$ cat src/rtl/core_fetch_prefetch_pkg.sv
// Shared types for the fetch front end.
//   ptr_t         : 30-bit word address
//   word_t        : 32-bit instruction word
//   fetch_state_t : request tracking state (IDLE / WAIT / DISCARD)
//   fetch_entry_t : one prefetch FIFO entry, {pc, data}
package core_fetch_prefetch_pkg;

  localparam int PTR_W  = 30;
  localparam int WORD_W = 32;

  typedef logic [PTR_W-1:0]  ptr_t;
  typedef logic [WORD_W-1:0] word_t;

  // IDLE    : no request outstanding
  // WAIT    : request outstanding, its response will be kept
  // DISCARD : request outstanding, its response will be dropped (redirected)
  typedef enum logic [1:0] {
    IDLE    = 2'd0,
    WAIT    = 2'd1,
    DISCARD = 2'd2
  } fetch_state_t;

  typedef struct packed {
    ptr_t  pc;
    word_t data;
  } fetch_entry_t;

endpackage

$ cat src/rtl/core_fetch_prefetch_if.sv
// Bus and decode-side signals of the fetch front end.
//   fetch_start/fetch_addr : request to the instruction bus (one-cycle pulse,
//                            address held until the response)
//   fetch_ready/fetch_data : bus response, data valid with fetch_ready
//   insn_valid/insn_ready  : decode handshake; insn/insn_pc are the head word
// Handshake: a head word transfers on a cycle where insn_valid && insn_ready;
// insn_valid never depends on insn_ready, and insn/insn_pc are meaningless
// while insn_valid is low.
interface core_fetch_prefetch_if;
  import core_fetch_prefetch_pkg::*;

  logic  fetch_start;
  ptr_t  fetch_addr;
  logic  fetch_ready;
  word_t fetch_data;
  logic  insn_valid;
  logic  insn_ready;
  word_t insn;
  ptr_t  insn_pc;

  // master: the fetch unit
  modport master (
    output fetch_start, fetch_addr, insn_valid, insn, insn_pc,
    input  fetch_ready, fetch_data, insn_ready
  );

  // slave: bus + decode environment
  modport slave (
    input  fetch_start, fetch_addr, insn_valid, insn, insn_pc,
    output fetch_ready, fetch_data, insn_ready
  );

endinterface

$ cat src/rtl/core_fetch_prefetch_fifo.sv
// Prefetch FIFO: DEPTH entries of {pc, data}.
//   clk, rst  : clock, synchronous active-high reset
//   push/wr_entry : write an entry at the tail
//   pop       : drop the head entry
//   flush     : clear the FIFO; wins over push and pop
//   head/valid: head entry and non-empty flag
//   count     : number of stored entries (log2(DEPTH)+1 bits)
module core_fetch_fifo
  import core_fetch_prefetch_pkg::*;
#(
  parameter int DEPTH = 4
) (
  input  logic                     clk,
  input  logic                     rst,
  input  logic                     push,
  input  logic                     pop,
  input  logic                     flush,
  input  fetch_entry_t             wr_entry,
  output fetch_entry_t             head,
  output logic                     valid,
  output logic [$clog2(DEPTH):0]   count
);

  localparam int IDX_W = $clog2(DEPTH);

  logic [IDX_W-1:0] wr_ptr_q, wr_ptr_d;
  logic [IDX_W-1:0] rd_ptr_q, rd_ptr_d;
  logic [IDX_W:0]   count_q, count_d;
  logic             push_ok, pop_ok;

  fetch_entry_t mem_q [DEPTH];

  // Guards keep the pointers consistent even if a caller misbehaves.
  assign push_ok = push && !flush && (count_q != IDX_W'(0) + (IDX_W+1)'(DEPTH));
  assign pop_ok  = pop  && !flush && (count_q != '0);

  always_comb begin
    wr_ptr_d = wr_ptr_q;
    rd_ptr_d = rd_ptr_q;
    count_d  = count_q;
    if (flush) begin
      wr_ptr_d = '0;
      rd_ptr_d = '0;
      count_d  = '0;
    end else begin
      if (push_ok) wr_ptr_d = wr_ptr_q + 1'b1;
      if (pop_ok)  rd_ptr_d = rd_ptr_q + 1'b1;
      case ({push_ok, pop_ok})
        2'b10:   count_d = count_q + 1'b1;
        2'b01:   count_d = count_q - 1'b1;
        default: count_d = count_q;
      endcase
    end
  end

  always_ff @(posedge clk) begin
    if (rst) begin
      wr_ptr_q <= '0;
      rd_ptr_q <= '0;
      count_q  <= '0;
    end else begin
      wr_ptr_q <= wr_ptr_d;
      rd_ptr_q <= rd_ptr_d;
      count_q  <= count_d;
    end
  end

  // Storage needs no reset: count gates every read.
  always_ff @(posedge clk) begin
    if (!rst && push_ok) mem_q[wr_ptr_q] <= wr_entry;
  end

  assign head  = mem_q[rd_ptr_q];
  assign valid = (count_q != '0);
  assign count = count_q;

endmodule

$ cat src/rtl/core_fetch_prefetch.sv
// Fetch front end. Tracks the fetch PC, issues one word fetch at a time on
// the instruction bus, buffers returned words with their PCs and hands the
// FIFO head to decode. A branch flushes the FIFO, drops any in-flight
// response and redirects fetch_pc to branch_target.
//   clk, rst              : clock, synchronous active-high reset
//   branch/branch_target  : one-cycle redirect and its word address
//   bus (master)          : fetch request/response and decode handshake
//   dbg_state             : current request-tracking state
module core_fetch_prefetch
  import core_fetch_prefetch_pkg::*;
#(
  parameter int DEPTH = 4
) (
  input  logic                  clk,
  input  logic                  rst,
  input  logic                  branch,
  input  ptr_t                  branch_target,
  core_fetch_prefetch_if.master bus,
  output fetch_state_t          dbg_state
);

  localparam int CNT_W = $clog2(DEPTH) + 1;

  fetch_state_t state_q, state_d;
  ptr_t         fetch_pc_q, fetch_pc_d;
  ptr_t         fetch_addr_q, fetch_addr_d;
  logic         fetch_start_q, fetch_start_d;

  logic             issue, push, pop, outstanding;
  logic [CNT_W:0]   reserved;
  logic [CNT_W-1:0] fifo_count;
  logic             fifo_valid;
  fetch_entry_t     fifo_head, fifo_in;

  // State register
  always_ff @(posedge clk) begin
    if (rst) begin
      state_q       <= IDLE;
      fetch_pc_q    <= '0;
      fetch_addr_q  <= '0;
      fetch_start_q <= 1'b0;
    end else begin
      state_q       <= state_d;
      fetch_pc_q    <= fetch_pc_d;
      fetch_addr_q  <= fetch_addr_d;
      fetch_start_q <= fetch_start_d;
    end
  end

  // FSM outputs. An outstanding request reserves a FIFO slot, so a
  // response can always be pushed without overflow.
  always_comb begin
    outstanding = (state_q != IDLE);
    reserved    = {1'b0, fifo_count} + {{CNT_W{1'b0}}, outstanding};
    issue       = (state_q == IDLE) && !branch && (reserved < (CNT_W+1)'(DEPTH));
    push        = (state_q == WAIT) && bus.fetch_ready && !branch;
    pop         = fifo_valid && bus.insn_ready && !branch;
  end

  // Next state. A branch while a request is in flight turns the pending
  // response into one that is dropped; it still has to be waited out.
  always_comb begin
    state_d = state_q;
    case (state_q)
      IDLE:    if (issue) state_d = WAIT;
      WAIT: begin
        if (bus.fetch_ready)  state_d = IDLE;
        else if (branch)      state_d = DISCARD;
      end
      DISCARD: if (bus.fetch_ready) state_d = IDLE;
      default: state_d = IDLE;
    endcase
  end

  // PC / bus address. fetch_addr only moves on issue, so it stays stable
  // across the whole request even if a branch arrives.
  always_comb begin
    fetch_pc_d    = fetch_pc_q;
    fetch_addr_d  = fetch_addr_q;
    fetch_start_d = issue;
    if (branch)    fetch_pc_d = branch_target;
    else if (push) fetch_pc_d = fetch_addr_q + 1'b1;
    if (issue)     fetch_addr_d = fetch_pc_q;
  end

  assign fifo_in = '{pc: fetch_addr_q, data: bus.fetch_data};

  core_fetch_fifo #(.DEPTH(DEPTH)) u_fifo (
    .clk      (clk),
    .rst      (rst),
    .push     (push),
    .pop      (pop),
    .flush    (branch),
    .wr_entry (fifo_in),
    .head     (fifo_head),
    .valid    (fifo_valid),
    .count    (fifo_count)
  );

  assign bus.fetch_start = fetch_start_q;
  assign bus.fetch_addr  = fetch_addr_q;
  assign bus.insn_valid  = fifo_valid;
  assign bus.insn        = fifo_head.data;
  assign bus.insn_pc     = fifo_head.pc;
  assign dbg_state       = state_q;

endmodule
$ cat src/flat_wrapper.sv
// flat-port wrapper written by rule: the top's interface ports become plain ports
module core_fetch_prefetch_flat import core_fetch_prefetch_pkg::*;
#(
  parameter int DEPTH = 4
)
  (clk, rst, branch, branch_target, dbg_state, bus_fetch_start, bus_fetch_addr, bus_insn_valid, bus_insn, bus_insn_pc, bus_fetch_ready, bus_fetch_data, bus_insn_ready);
  core_fetch_prefetch_if bus_i ();
  input  logic clk;
  input  logic rst;
  input  logic branch;
  input  ptr_t branch_target;
  output fetch_state_t dbg_state;
  output wire logic [$bits(bus_i.fetch_start)-1:0] bus_fetch_start;
  output wire logic [$bits(bus_i.fetch_addr)-1:0] bus_fetch_addr;
  output wire logic [$bits(bus_i.insn_valid)-1:0] bus_insn_valid;
  output wire logic [$bits(bus_i.insn)-1:0] bus_insn;
  output wire logic [$bits(bus_i.insn_pc)-1:0] bus_insn_pc;
  input wire logic [$bits(bus_i.fetch_ready)-1:0] bus_fetch_ready;
  input wire logic [$bits(bus_i.fetch_data)-1:0] bus_fetch_data;
  input wire logic [$bits(bus_i.insn_ready)-1:0] bus_insn_ready;
  assign bus_fetch_start = bus_i.fetch_start;
  assign bus_fetch_addr = bus_i.fetch_addr;
  assign bus_insn_valid = bus_i.insn_valid;
  assign bus_insn = bus_i.insn;
  assign bus_insn_pc = bus_i.insn_pc;
  assign bus_i.fetch_ready = bus_fetch_ready;
  assign bus_i.fetch_data = bus_fetch_data;
  assign bus_i.insn_ready = bus_insn_ready;
  core_fetch_prefetch #(.DEPTH(DEPTH)) u_core (.clk(clk), .rst(rst), .branch(branch), .branch_target(branch_target), .bus(bus_i), .dbg_state(dbg_state));
endmodule
$ cat config.mk
export PLATFORM = sky130hd
export DESIGN_NAME = core_fetch_prefetch_flat
export DESIGN_NICKNAME = d
export VERILOG_FILES = /design/src/rtl/core_fetch_prefetch_pkg.sv /design/src/rtl/core_fetch_prefetch_if.sv /design/src/rtl/core_fetch_prefetch_fifo.sv /design/src/rtl/core_fetch_prefetch.sv /design/src/flat_wrapper.sv
export SDC_FILE = /design/constraint.sdc
export NUM_CORES = 1
export LEC_CHECK = 0
export BUFFER_PORTS_ARGS = -buffer_cell sky130_fd_sc_hd__buf_2
export CORE_ASPECT_RATIO = 0.8
export CORE_MARGIN = 2
export CORE_UTILIZATION = 57
export DETAILED_ROUTE_END_ITERATION = 8
export PLACE_DENSITY_LB_ADDON = 0.3
export SYNTH_ARGS = -nofsm -noshare
export SYNTH_HDL_FRONTEND = slang
export SYNTH_SLANG_ARGS = --single-unit
$ cat constraint.sdc
create_clock -name clk -period 8.9 [get_ports clk]
set_input_delay 2.225 -clock clk [delete_from_list [all_inputs] [get_ports clk]]
set_output_delay 2.225 -clock clk [all_outputs]
set_load 0.01 [all_outputs]
# Word level (Yosys, flattened, before mapping)

Memory sizes are Yosys's and may differ from the RTL's. A register that Yosys moved wholly into a read port is not among the register bits.
Cells that the tools add are included.

Add/sub/neg operators: 6
Magnitude comparators: 1
Equal/unequal tests: 8
Muxes and demuxes: 12
Reduce and logical (&&, ||, !) cells: 20

Operator list:

| kind                                                                          | count |
|---|---|
| 30-bit two-way mux                                                            | 2 |
| 30-bit by 1-bit adder with 30-bit output (second input constant)              | 1 |
| 2-bit two-way mux                                                             | 6 |
| 1-bit logical AND                                                             | 11 |
| 3-bit inequality test (second input constant)                                 | 2 |
| 2-bit case mux with 3 select lines                                            | 1 |
| 3-bit case mux with 2 select lines                                            | 1 |
| 2-bit nonzero test                                                            | 3 |
| 2-bit by 1-bit adder with 2-bit output (second input constant)                | 2 |
| 3-bit by 1-bit adder with 4-bit output                                        | 1 |
| 2-bit by 1-bit == test with 1-bit output (second input constant)              | 2 |
| 2-bit == test (second input constant)                                         | 2 |
| 4-bit by 3-bit less-than comparator with 1-bit output (second input constant) | 1 |
| 3-bit by 1-bit adder with 3-bit output (second input constant)                | 1 |
| 3-bit AND reduction                                                           | 1 |
| 3-bit nonzero test                                                            | 1 |
| 3-bit by 1-bit subtractor with 3-bit output (second input constant)           | 1 |
| 1-bit logical NOT                                                             | 2 |
| 2-bit logical NOT                                                             | 1 |
| 1-bit two-way mux                                                             | 2 |
| 2-bit by 1-bit inequality test with 1-bit output (second input constant)      | 1 |
| 2-bit inequality test (second input constant)                                 | 1 |
| 2-bit OR reduction                                                            | 1 |

Register bits after elaboration: 70
Memory bits (writable): 248
Output and inout port bits: 96
Memories: 1

Memories:

| name                | depth | width | read ports | clocked after Yosys merged registers in | write ports | line                           | text |
|---|---|---|---|---|---|---|---|
| u_core.u_fifo.mem_q | 4     | 62    | 1          | 1                                       | 1           | core_fetch_prefetch_fifo.sv:31 | `fetch_entry_t mem_q [DEPTH];` |

# Depth between registers and ports, before layout

Gate-level depths: netlist (run 1).

Depth after elaboration: 8
Depth in mapped cells: 10
Gate-level depth less buffers: 9

# Modules after synthesis

A second synthesis (run 1) with hierarchy kept.

Cell total of the unflattened synthesis: 730
Area, all modules: 12344.3 um^2

By module, submodules not included:

| module              | instances | cells an instance | area each (um^2) | sequential area each (um^2) |
|---|---|---|---|---|
| core_fetch_fifo     | 1         | 380               | 9457.8           | 7627.3 |
| core_fetch_prefetch | 1         | 350               | 2886.5           | 1261.2 |

# Least setup slack after synthesis (run 1)

No wires, ideal clock.

Path type: input to register
From: in rst
To: mem u_core.u_fifo.mem_q[0][0] in the netlist's numbering, enable pin
Arrival: 4729 ps
Path slack: 3744 ps
Stages on the path: 6
Buffers on the path: 2
Cells stage by stage: buf_2 > or2_2 > or2_2 > clkbuf_1 > a21oi_1 > and2_1

Word-level cells in the longest chain between the ends: 4

RTL lines:

| what                                    | line                           | text |
|---|---|---|
| start, declared                         | flat_wrapper.sv:9              | `input logic rst;` |
| 1-bit logical NOT                       | core_fetch_prefetch_fifo.sv:70 | `if (!rst && push_ok) mem_q[wr_ptr_q] <= wr_entry;` |
| 1-bit logical AND                       | core_fetch_prefetch_fifo.sv:70 |  |
| 1-bit two-way mux                       | core_fetch_prefetch_fifo.sv:70 |  |
| 1-bit two-way mux (not written as such) | core_fetch_prefetch_fifo.sv:70 |  |
| end, declared                           | core_fetch_prefetch_fifo.sv:31 |  |

No other way between the ends.

==> results.sh, run 1 <==
export IMPL_async_reset_ff_share_pct=0
export IMPL_clockPowerShare_pct=40.8
export IMPL_first_iter_violations=559
export IMPL_swShare_pct=20.6
export IMPL_htree_levels=1
export IMPL_timing_rr_end="u_core.u_fifo.mem_q[1][11]$_DFFE_PP_"
export IMPL_setup_slack_ns=3.92
export IMPL_clock_path_buffers=3
export IMPL_coreArea_sq_um=21400
export IMPL_fin_tns_setup_ns=0
export IMPL_layout_common_cells="edfxtp_1 (248), buf_2 (162), nand2_1 (81)"
export IMPL_crit_type="reg2out"
export IMPL_wirelength_um=24800
export IMPL_clock_root_buffer="clkbuf_16"
export IMPL_slowest_stage="dfxtp_4"
export IMPL_die_w_um=168
export IMPL_grt_pass1_wl_um=38200
export IMPL_syn_avg_cell_area_sq_um=16.6
export IMPL_power_leakage_nw=4.67
export IMPL_critPathMaxStageDelay_ns=0.70
export IMPL_post_cts_buffers=0
export IMPL_cp_data_required_time_ns=6.68
export IMPL_finish_net_count=975
export IMPL_track_usage_pct=21.8
export IMPL_drt_wirelength_per_cell_um=20.7
export IMPL_crit_fanout=35
export IMPL_layout_commonest_cell="edfxtp_1"
export IMPL_port_buffers=162
export IMPL_max_freq_mhz=201
export IMPL_slew_violations=0
export IMPL_r2r_slack_ns=5.77
export IMPL_setup_violations=0
export IMPL_power_density_nw_per_um2=205
export IMPL_power_frac_seq_pct=55.9
export IMPL_status="complete, no violations"
export IMPL_min_period_over_period_pct=56.0
export IMPL_drt_pass1_iterations=6
export IMPL_vias=6961
export IMPL_yosys_warnings=0
export IMPL_rows=48
export IMPL_cts_sinks=320
export IMPL_rsz0062_at_grt="no"
export IMPL_ant_nets=0
export IMPL_end_kind="output port"
export IMPL_routed_via_density=5.80
export IMPL_pin_count=163
export IMPL_place_area_sq_um=13400
export IMPL_cts_tree="yes"
export IMPL_clkLatencyLatePin_ns=0.55
export IMPL_cts_buffers=30
export IMPL_hold_path_class="reg2reg"
export IMPL_syn_area_sq_um=12300
export IMPL_p_comb_share_pct=3.2
export IMPL_internal_power_mw=2.32
export IMPL_p_sw_uw=603
export IMPL_drc=0
export IMPL_ys_ff_latch=320
export IMPL_worstReg2RegStart="u_core.dbg_state[0]$_SDFFE_PP0P_"
export IMPL_layout_drive_gt1_share_pct=31.5
export IMPL_initial_core_util_pct=57.7
export IMPL_hold_buffers=0
export IMPL_clock_skew_ns=0.00977
export IMPL_globalplace_congestion=0.836
export IMPL_cap_violations=0
export IMPL_synthesis_nets=817
export IMPL_synthCells=743
export IMPL_p_total_mw=2.93
export IMPL_grt_max_degree=64
export IMPL_area_growth_pct=16.0
export IMPL_post_cts_resize_count=0
export IMPL_final_hold_viol_count=0
export IMPL_clk_pin_slew_ns=0.06
export IMPL_fin_area_sq_um=14300
export IMPL_path_cells="buf_4 > mux4_2 > buf_2"
export IMPL_worst_pin_slew_ns=1.01
export IMPL_slew_limit_headroom_pct=32.7
export IMPL_ff2ff_path_depth=4
export IMPL_antenna_found_initial=1
export IMPL_overflow=0
export IMPL_period_minus_slack_ns=4.98
export IMPL_ir_worst_vdd_v=0.000125
export IMPL_synth_edf_count=248
export IMPL_die_h_um=136
export IMPL_pre_cts_ws_ns=3.62
export IMPL_grt_pass1_vias=6834
export IMPL_die_area_sq_um=22800
export IMPL_dp_hpwl_um=14500
export IMPL_endpoint="bus_insn_pc[26]"
export IMPL_cp_start_kind="flop"
export IMPL_yosysSeqAreaShare_pct=72.1
export IMPL_synth_ff_type="edfxtp_1"
export IMPL_critPathArrivalTime_ns=2.76
export IMPL_yosysUniqueCellTypes=48
export IMPL_hold_slack_ns=0.455
-- registers in the layout, indices dropped and copies added, names as in the netlist, named ones only --
register and count:
u_core.u_fifo.count 3, u_core.dbg_state 2, u_core.bus.fetch_start 1, u_core.fetch_pc_q 30
u_core.u_fifo.rd_ptr_q 2, u_core.bus.fetch_addr 30, u_core.u_fifo.wr_ptr_q 2, u_core.u_fifo.mem_q 248
-- power groups by stage --
stage	clock [mW]	combinational, mW	sequential [mW]
floorplan	0	0.0498	1.67
global placement	0	0.0927	1.67
detailed placement	0	0.0941	1.67
CTS	1.21	0.0948	1.64
global route	1.26	0.104	1.64
finish	1.20	0.0943	1.64
-- worst min path at each step --
stage	start	to	cells after the start	slack, ns
3_3_place_gp	u_core.fetch_pc_q[6]$_SDFFE_PP0P_	u_core.bus.fetch_addr[6]$_SDFFE_PP0P_	2	0.44
3_5_place_dp	u_core.fetch_pc_q[12]$_SDFFE_PP0P_	u_core.bus.fetch_addr[12]$_SDFFE_PP0P_	2	0.44
2_1_floorplan	u_core.fetch_pc_q[5]$_SDFFE_PP0P_	u_core.bus.fetch_addr[5]$_SDFFE_PP0P_	2	0.43
4_1_cts	u_core.fetch_pc_q[4]$_SDFFE_PP0P_	u_core.bus.fetch_addr[4]$_SDFFE_PP0P_	2	0.45
5_1_grt	u_core.fetch_pc_q[3]$_SDFFE_PP0P_	u_core.bus.fetch_addr[3]$_SDFFE_PP0P_	2	0.47
6_report	u_core.fetch_pc_q[4]$_SDFFE_PP0P_	u_core.bus.fetch_addr[4]$_SDFFE_PP0P_	2	0.46
-- logic make-up after synthesis --
| logic type | Yosys count | share of synthesized area [%] |
|---|---|---|
| compound gates | 98 | 4.95 |
| xor+xnor | 31 | 2.20 |
| fa+ha+maj | 7 | 0.771 |
| buf+inv | 49 | 1.58 |
| flops | 320 | 72.1 |
| mux | 64 | 11.5 |
| simple gates | 174 | 6.89 |
-- critical path: cells and delay by family, from the launching register on --
kind     cells  cell delay (ns)
buf+inv      2             0.86
flops        1             0.70
mux          1             0.62
-- Yosys cell counts (all sizes together), types with 11 or more instances --
| cell | number | share of area, % |
|---|---|---|
| buf | 11 | 0.43 |
| clkbuf | 30 | 0.91 |
| mux4 | 62 | 11 |
| nand2 | 81 | 2.5 |
| o22ai | 15 | 0.76 |
| a21oi | 51 | 2.1 |
| dfxtp | 72 | 12 |
| edfxtp | 248 | 60 |
| nor2 | 40 | 1.2 |
| xor2 | 22 | 1.6 |
| nand3 | 15 | 0.61 |
| a22oi | 13 | 0.79 |
-- metal layers --
layer / track usage (%) / routed length (um) / up-vias
met2: 35.5 / 12000 / 260
li1: - / - / 3192
met1: 31.8 / 10900 / 3478
met3: 3.21 / 1520 / 31
met4: 5.22 / 477 / 0
met5: 0 / 0 / -
-- metrics by stage --
| stage | std cells | util (%) |
|---|---|---|
| after CTS | 1199 | 66.9 |
| after floorplan | 743 | - |
| after global routing | 1200 | 66.9 |
| after detailed placement | 1144 | 62.6 |
| final | 1200 | 66.9 |
| after global placement | 1144 | 62.6 |
-- final cells by class --
class	instances	area, sq um
clock buffers	40	808
inverters	8	30.0
fillers	1462	7080
clock inverters	15	113
multi-input cells	374	3260
diodes	1	2.50
flip-flops and latches	320	8900
well taps	275	344
repair buffers	167	848
Note: power is estimated with default switching activity, not from simulation.
==> run 2, diff against run 1 <==
Settings changed: ABC_AREA set to 1.
Clock period 8.9 ns to 4.6 ns, I/O delays scaled along.
==> run 2 against run 1 <==
Effect of this change: non-clock buffer count rose by 15; via count rose by 32%; worst setup slack got worse by 3.1 ns; clock power rose by 100%; wire length rose by 24%; final cell count rose by 36%; combinational power rose to 2.7 times the previous value; die area rose by 4.2%; total power rose by 100%; area after synthesis rose by 4.3%; global-route usage rose by 3.7 points; largest cell class unchanged.
==> results.sh, run 2 <==
export IMPL_status="complete, no violations"
export IMPL_worst_path_buf_inv=2
export IMPL_power_frac_seq_pct=54.5
export IMPL_rows=49
export IMPL_power_density_nw_per_um2=395
export IMPL_syn_avg_cell_area_sq_um=11.3
export IMPL_n_fill_cell=1666
export IMPL_overflow=0
export IMPL_synth_edf_count=248
export IMPL_critPathMaxStageDelay_ns=0.83
export IMPL_antenna_found_initial=1
export IMPL_layout_cells_non_filler=1627
export IMPL_slew_limit_headroom_pct=29.0
export IMPL_fin_area_sq_um=15100
export IMPL_cts_buffers=30
export IMPL_synth_top_area_share_pct=57.9
export IMPL_cap_violations=0
export IMPL_finish_net_count=1370
export IMPL_critPathArrivalTime_ns=2.60
export IMPL_synth_ff_type="edfxtp_1"
export IMPL_largest_reg_flops=248
export IMPL_synthesis_nets=1217
export IMPL_place_area_sq_um=14100
export IMPL_globalplace_congestion=0.864
export IMPL_top_register="u_core.u_fifo.mem_q"
export IMPL_final_hold_viol_count=0
export IMPL_crit_fanout=110
export IMPL_track_usage_pct=25.5
export IMPL_cts_tree="yes"
export IMPL_port_buffers=162
export IMPL_dp_cells=1570
export IMPL_async_reset_ff_share_pct=0
export IMPL_p_sw_mw=1.30
export IMPL_crit_type="reg2out"
export IMPL_drt_pass1_iterations=5
export IMPL_clk_pin_slew_ns=0.07
export IMPL_slew_violations=0
export IMPL_synth_top_cells_by_count="edfxtp_1 (248), nor2_1 (220), o21ai_0 (163)"
export IMPL_final_core_util_pct=67.6
export IMPL_drt_wirelength_per_cell_um=18.9
export IMPL_grt_max_degree=111
export IMPL_ys_ff_latch=320
export IMPL_r2r_slack_ns=2.30
export IMPL_wirelength_um=30700
export IMPL_clockPowerShare_pct=41.1
export IMPL_period_minus_slack_ns=3.75
export IMPL_area_growth_pct=17.2
export IMPL_ir_worst_vdd_v=0.000246
export IMPL_swShare_pct=21.8
export IMPL_htree_levels=1
export IMPL_coreArea_sq_um=22300
export IMPL_hold_buffers=0
export IMPL_max_freq_mhz=267
export IMPL_p_comb_share_pct=4.3
export IMPL_pin_count=163
export IMPL_syn_area_sq_um=12900
export IMPL_synth_largest_area_cell="edfxtp_1"
export IMPL_clock_skew_ns=0.0193
export IMPL_power_leakage_nw=5.46
export IMPL_hold_slack_ns=0.462
export IMPL_ys_top_cells_by_area="edfxtp_1 (58%), dfxtp_1 (11%), nor2_1 (6.4%)"
export IMPL_hold_path_class="reg2reg"
export IMPL_cp_start_kind="flop"
export IMPL_cts_sinks=320
export IMPL_vias=9182
export IMPL_yosysSeqAreaShare_pct=69.1
export IMPL_rsz0062_at_grt="no"
export IMPL_first_iter_violations=917
export IMPL_layout_common_cells="edfxtp_1 (248), nor2_1 (216), o21ai_0 (163)"
export IMPL_cp_top_family="buffers and inverters"
export IMPL_routed_via_density=5.64
export IMPL_cp_data_required_time_ns=3.45
export IMPL_slowest_stage="buf_4"
export IMPL_grt_pass1_wl_um=47500
export IMPL_die_h_um=138
export IMPL_layout_drive_gt1_share_pct=21.2
export IMPL_drc=0
export IMPL_clkLatencyLatePin_ns=0.57
export IMPL_yosysUniqueCellTypes=28
export IMPL_clock_root_buffer="clkbuf_16"
export IMPL_end_kind="output port"
export IMPL_dp_hpwl_um=18700
export IMPL_post_cts_buffers=0
export IMPL_worst_pin_slew_ns=1.07
export IMPL_clock_path_buffers=3
export IMPL_grt_pass1_vias=8799
export IMPL_min_period_over_period_pct=81.6
export IMPL_fin_tns_setup_ns=0
export IMPL_post_cts_resize_count=0
export IMPL_path_cells="buf_4 > o21ai_0 > o22ai_1 > buf_2"
export IMPL_die_w_um=172
export IMPL_internal_power_mw=4.66
export IMPL_layout_commonest_cell="edfxtp_1"
export IMPL_initial_core_util_pct=57.6
export IMPL_ant_nets=0
export IMPL_die_area_sq_um=23800
export IMPL_synthCells=1143
export IMPL_yosysMostFrequentCell="edfxtp_1"
export IMPL_setup_violations=0
export IMPL_yosys_warnings=0
run 2: changes by cell type after synthesis, sizes merged, moves of 10 or more:
| cell | change |
|---|---|
| o22ai | +47 |
| a21oi | -11 |
| mux4 | -62 |
| nor2 | +200 |
| a22oi | -13 |
| clkbuf | +12 |
| o21ai | +161 |
| xor2 | -14 |
| inv | +37 |
| a22o | +16 |
| a31oi | +10 |
| nand2 | +54 |
run 2: per-layer routing:
metal	vias up	global-route usage, %	part of all wire, %
met3	41	4.12	8.2
met2	402	39.9	45
met5	-	0	0
li1	4355	-	-
met4	0	6.19	1.9
met1	4384	37.8	44
run 2: through the flow:
step                total power [mW]  setup WS (ns)
global placement                3.56           1.33
global route                    6.13          0.624
CTS                             5.98          0.844
detailed placement              3.56           1.25
finish                          5.96          0.848
floorplan                       3.42         -0.213
run 2: power by group through the flow:
stage	logic, mW	clock network (mW)	registers [mW]
floorplan	0.136	0	3.29
global placement	0.249	0	3.31
detailed placement	0.254	0	3.31
CTS	0.256	2.48	3.25
global route	0.286	2.59	3.25
finish	0.258	2.45	3.25
run 2: worst paths after layout:
path / start / to / cells past startpoint
setup reg to reg: u_core.dbg_state[0]$_SDFFE_PP0P_ / u_core.u_fifo.count[2]$_SDFFE_PP0P_ / 11
hold / removal: u_core.u_fifo.count[0]$_SDFFE_PP0P_ / u_core.u_fifo.count[0]$_SDFFE_PP0P_ / 1
hold reg to reg: u_core.u_fifo.count[0]$_SDFFE_PP0P_ / u_core.u_fifo.count[0]$_SDFFE_PP0P_ / 1
setup / recovery: flop / bus_insn_pc[17] / 4
run 2: cells by family after synthesis:
group / share of synthesized area, %
adders and majority gates: 0.739
xor gates and xnor gates: 0.613
and+or+nand+nor: 13.7
AOI/OAI and AO/OA: 12.6
DFF: 69.1
buffers and inverters: 3.30
run 2: layout make-up:
cell class / count / area (sq um) / area share, %
clock buffers: 38 / 791 / 5.24
well taps: 306 / 383 / 2.54
flip-flops and latches: 320 / 8890 / 59.0
diodes: 1 / 2.50 / 0.0166
clock inverters: 18 / 196 / 1.30
multi-input cells: 717 / 3580 / 23.7
repair buffers: 182 / 1060 / 7.04
inverters: 45 / 170 / 1.13
run 2: worst reg2reg max path, cell delays in order (launching register included):
cell and delay [ns]:
dfxtp_1 0.43, nand3_2 0.15, nor2_4 0.11, buf_4 0.32, nand2_1 0.20, ha_1 0.25, inv_1 0.10, fa_1 0.19
o21ai_0 0.09, a21oi_1 0.16, o21ai_0 0.10, a21oi_1 0.14
==> run 3, diff against run 2 <==
Settings changed: CORE_UTILIZATION 57 to 52.
Clock period 4.6 ns to 3.3 ns, I/O delays scaled along.
==> run 3 against run 2 <==
Effect of this change: register-to-register slack got worse by 1.4 ns; hold slack got worse by 0.011 ns; critical path depth unchanged; final cell count rose by 0.74%; worst setup slack lost 0.66 ns; clock-buffer cell count stayed put; die area increased by 9.4%; critical path type unchanged; critical endpoint is now bus_insn[11]; largest cell class unchanged.
==> results.sh, run 3 (synthesis results as in run 2) <==
export IMPL_cts_tree="yes"
export IMPL_htree_levels=1
export IMPL_rows=51
export IMPL_end_kind="output port"
export IMPL_overflow=0
export IMPL_layout_common_cells="edfxtp_1 (248), nor2_1 (216), o21ai_0 (163)"
export IMPL_min_period_over_period_pct=94.2
export IMPL_post_cts_resize_count=0
export IMPL_cp_start_kind="flop"
export IMPL_cts_buffers=30
export IMPL_hold_path_class="reg2reg"
export IMPL_clk_pin_slew_ns=0.06
export IMPL_grt_max_degree=125
export IMPL_initial_core_util_pct=52.9
export IMPL_antenna_cells=0
export IMPL_fin_tns_setup_ns=0
export IMPL_power_density_nw_per_um2=544
export IMPL_port_buffers=162
export IMPL_layout_drive_gt1_share_pct=21.4
export IMPL_die_w_um=180
export IMPL_drc=0
export IMPL_globalplace_congestion=0.881
export IMPL_gr_usage_met3_pct=3.68
export IMPL_first_iter_violations=774
export IMPL_drt_pass1_iterations=5
export IMPL_ant_nets=0
export IMPL_wirelength_um=29700
export IMPL_slew_limit_headroom_pct=59.6
export IMPL_layout_commonest_cell="edfxtp_1"
export IMPL_cts_sinks=320
export IMPL_crit_fanout=49
export IMPL_final_hold_viol_count=0
export IMPL_rsz0062_at_grt="no"
export IMPL_area_growth_pct=17.0
export IMPL_status="complete, no violations"
export IMPL_clock_skew_ns=0.0106
export IMPL_die_area_sq_um=26000
export IMPL_top_register="u_core.u_fifo.mem_q"
export IMPL_cp_data_required_time_ns=2.47
export IMPL_die_h_um=145
export IMPL_dp_hpwl_um=18300
export IMPL_period_minus_slack_ns=3.11
export IMPL_hold_buffers=0
export IMPL_vias=9056
export IMPL_final_core_util_pct=61.9
export IMPL_use_met2_pct=35.1
export IMPL_power_leakage_nw=5.47
export IMPL_hold_slack_ns=0.451
export IMPL_critPathArrivalTime_ns=2.28
export IMPL_drt_wirelength_per_cell_um=18.1
export IMPL_slew_violations=0
export IMPL_antenna_found_initial=0
export IMPL_clock_path_buffers=3
export IMPL_finish_net_count=1372
export IMPL_pin_count=163
export IMPL_routed_via_density=5.53
export IMPL_clock_root_buffer="clkbuf_16"
export IMPL_grt_pass1_wl_um=45900
export IMPL_worst_pin_slew_ns=0.606
export IMPL_max_freq_mhz=322
export IMPL_grt_pass1_vias=8447
export IMPL_coreArea_sq_um=24300
export IMPL_post_cts_buffers=0
export IMPL_holdPathStages=1
export IMPL_clkLatencyLatePin_ns=0.56
export IMPL_ff2ff_path_depth=5
export IMPL_ir_worst_vdd_v=0.000434
export IMPL_track_usage_pct=22.4
export IMPL_n_fill_cell=1913
export IMPL_setup_violations=0
export IMPL_top_usage_layer="met2"
export IMPL_cap_violations=0
export IMPL_largest_reg_flops=248
export IMPL_crit_type="reg2out"
export IMPL_met1_usage_pct=32.8
run 3: changes by cell type in the layout (fill, tap and decap cells not counted), sizes merged:
cell      before  now
clkinvlp       1    0
diode          1    0
inv           45   44
clkinv        14   16
buf          182  184
bufinv         3    2
run 3: critical path, stage by stage (launching register included):
cell and delay (ns):
dfxtp_2 0.50, buf_4 0.50, o21ai_0 0.18, o22ai_1 0.32
buf_2 0.20
run 3: final timing paths:
check / startpoint / endpoint / slack (ns)
max: flop / bus_insn[11] / 0.19
max reg2reg: u_core.dbg_state[0]$_SDFFE_PP0P_ / u_core.u_fifo.mem_q[1][18]$_DFFE_PP_ / 0.91
min: u_core.u_fifo.count[0]$_SDFFE_PP0P_ / u_core.u_fifo.count[0]$_SDFFE_PP0P_ / 0.45
min reg2reg: u_core.u_fifo.count[0]$_SDFFE_PP0P_ / u_core.u_fifo.count[0]$_SDFFE_PP0P_ / 0.45
run 3: area by class of cell:
| class | count | area [sq um] | share of cell area [%] |
|---|---|---|---|
| Sequential cell | 320 | 8890 | 59.1 |
| Timing Repair Buffer | 184 | 1060 | 7.06 |
| Clock buffer | 38 | 791 | 5.25 |
| Tap cell | 318 | 398 | 2.64 |
| Inverter | 45 | 170 | 1.13 |
| Multi-Input combinational cell | 717 | 3580 | 23.8 |
| Clock inverter | 17 | 159 | 1.06 |
run 3: power breakdown:
group,internal (mW),switching [mW],leakage (nW)
logic,0.141,0.227,2.17
clock network,1.86,1.44,0.470
registers,4.41,0.112,2.82
total,6.41,1.78,5.47
run 3: routing by layer:
metal	up-vias	part of all wire, %
met5	-	0
met4	0	2.5
met3	53	7.8
met2	363	44
met1	4275	46
li1	4365	-
run 3: per-stage QoR:
stage	area (sq um)	power (mW)	worst slack, ns	std cells
6_report	15100	8.19	0.192	1639
5_1_grt	15100	8.46	0.102	1639
4_1_cts	15100	8.23	0.197	1639
3_5_place_dp	14100	4.98	0.443	1584
3_3_place_gp	14100	4.97	0.501	1584
2_1_floorplan	12900	4.77	-0.218	1143
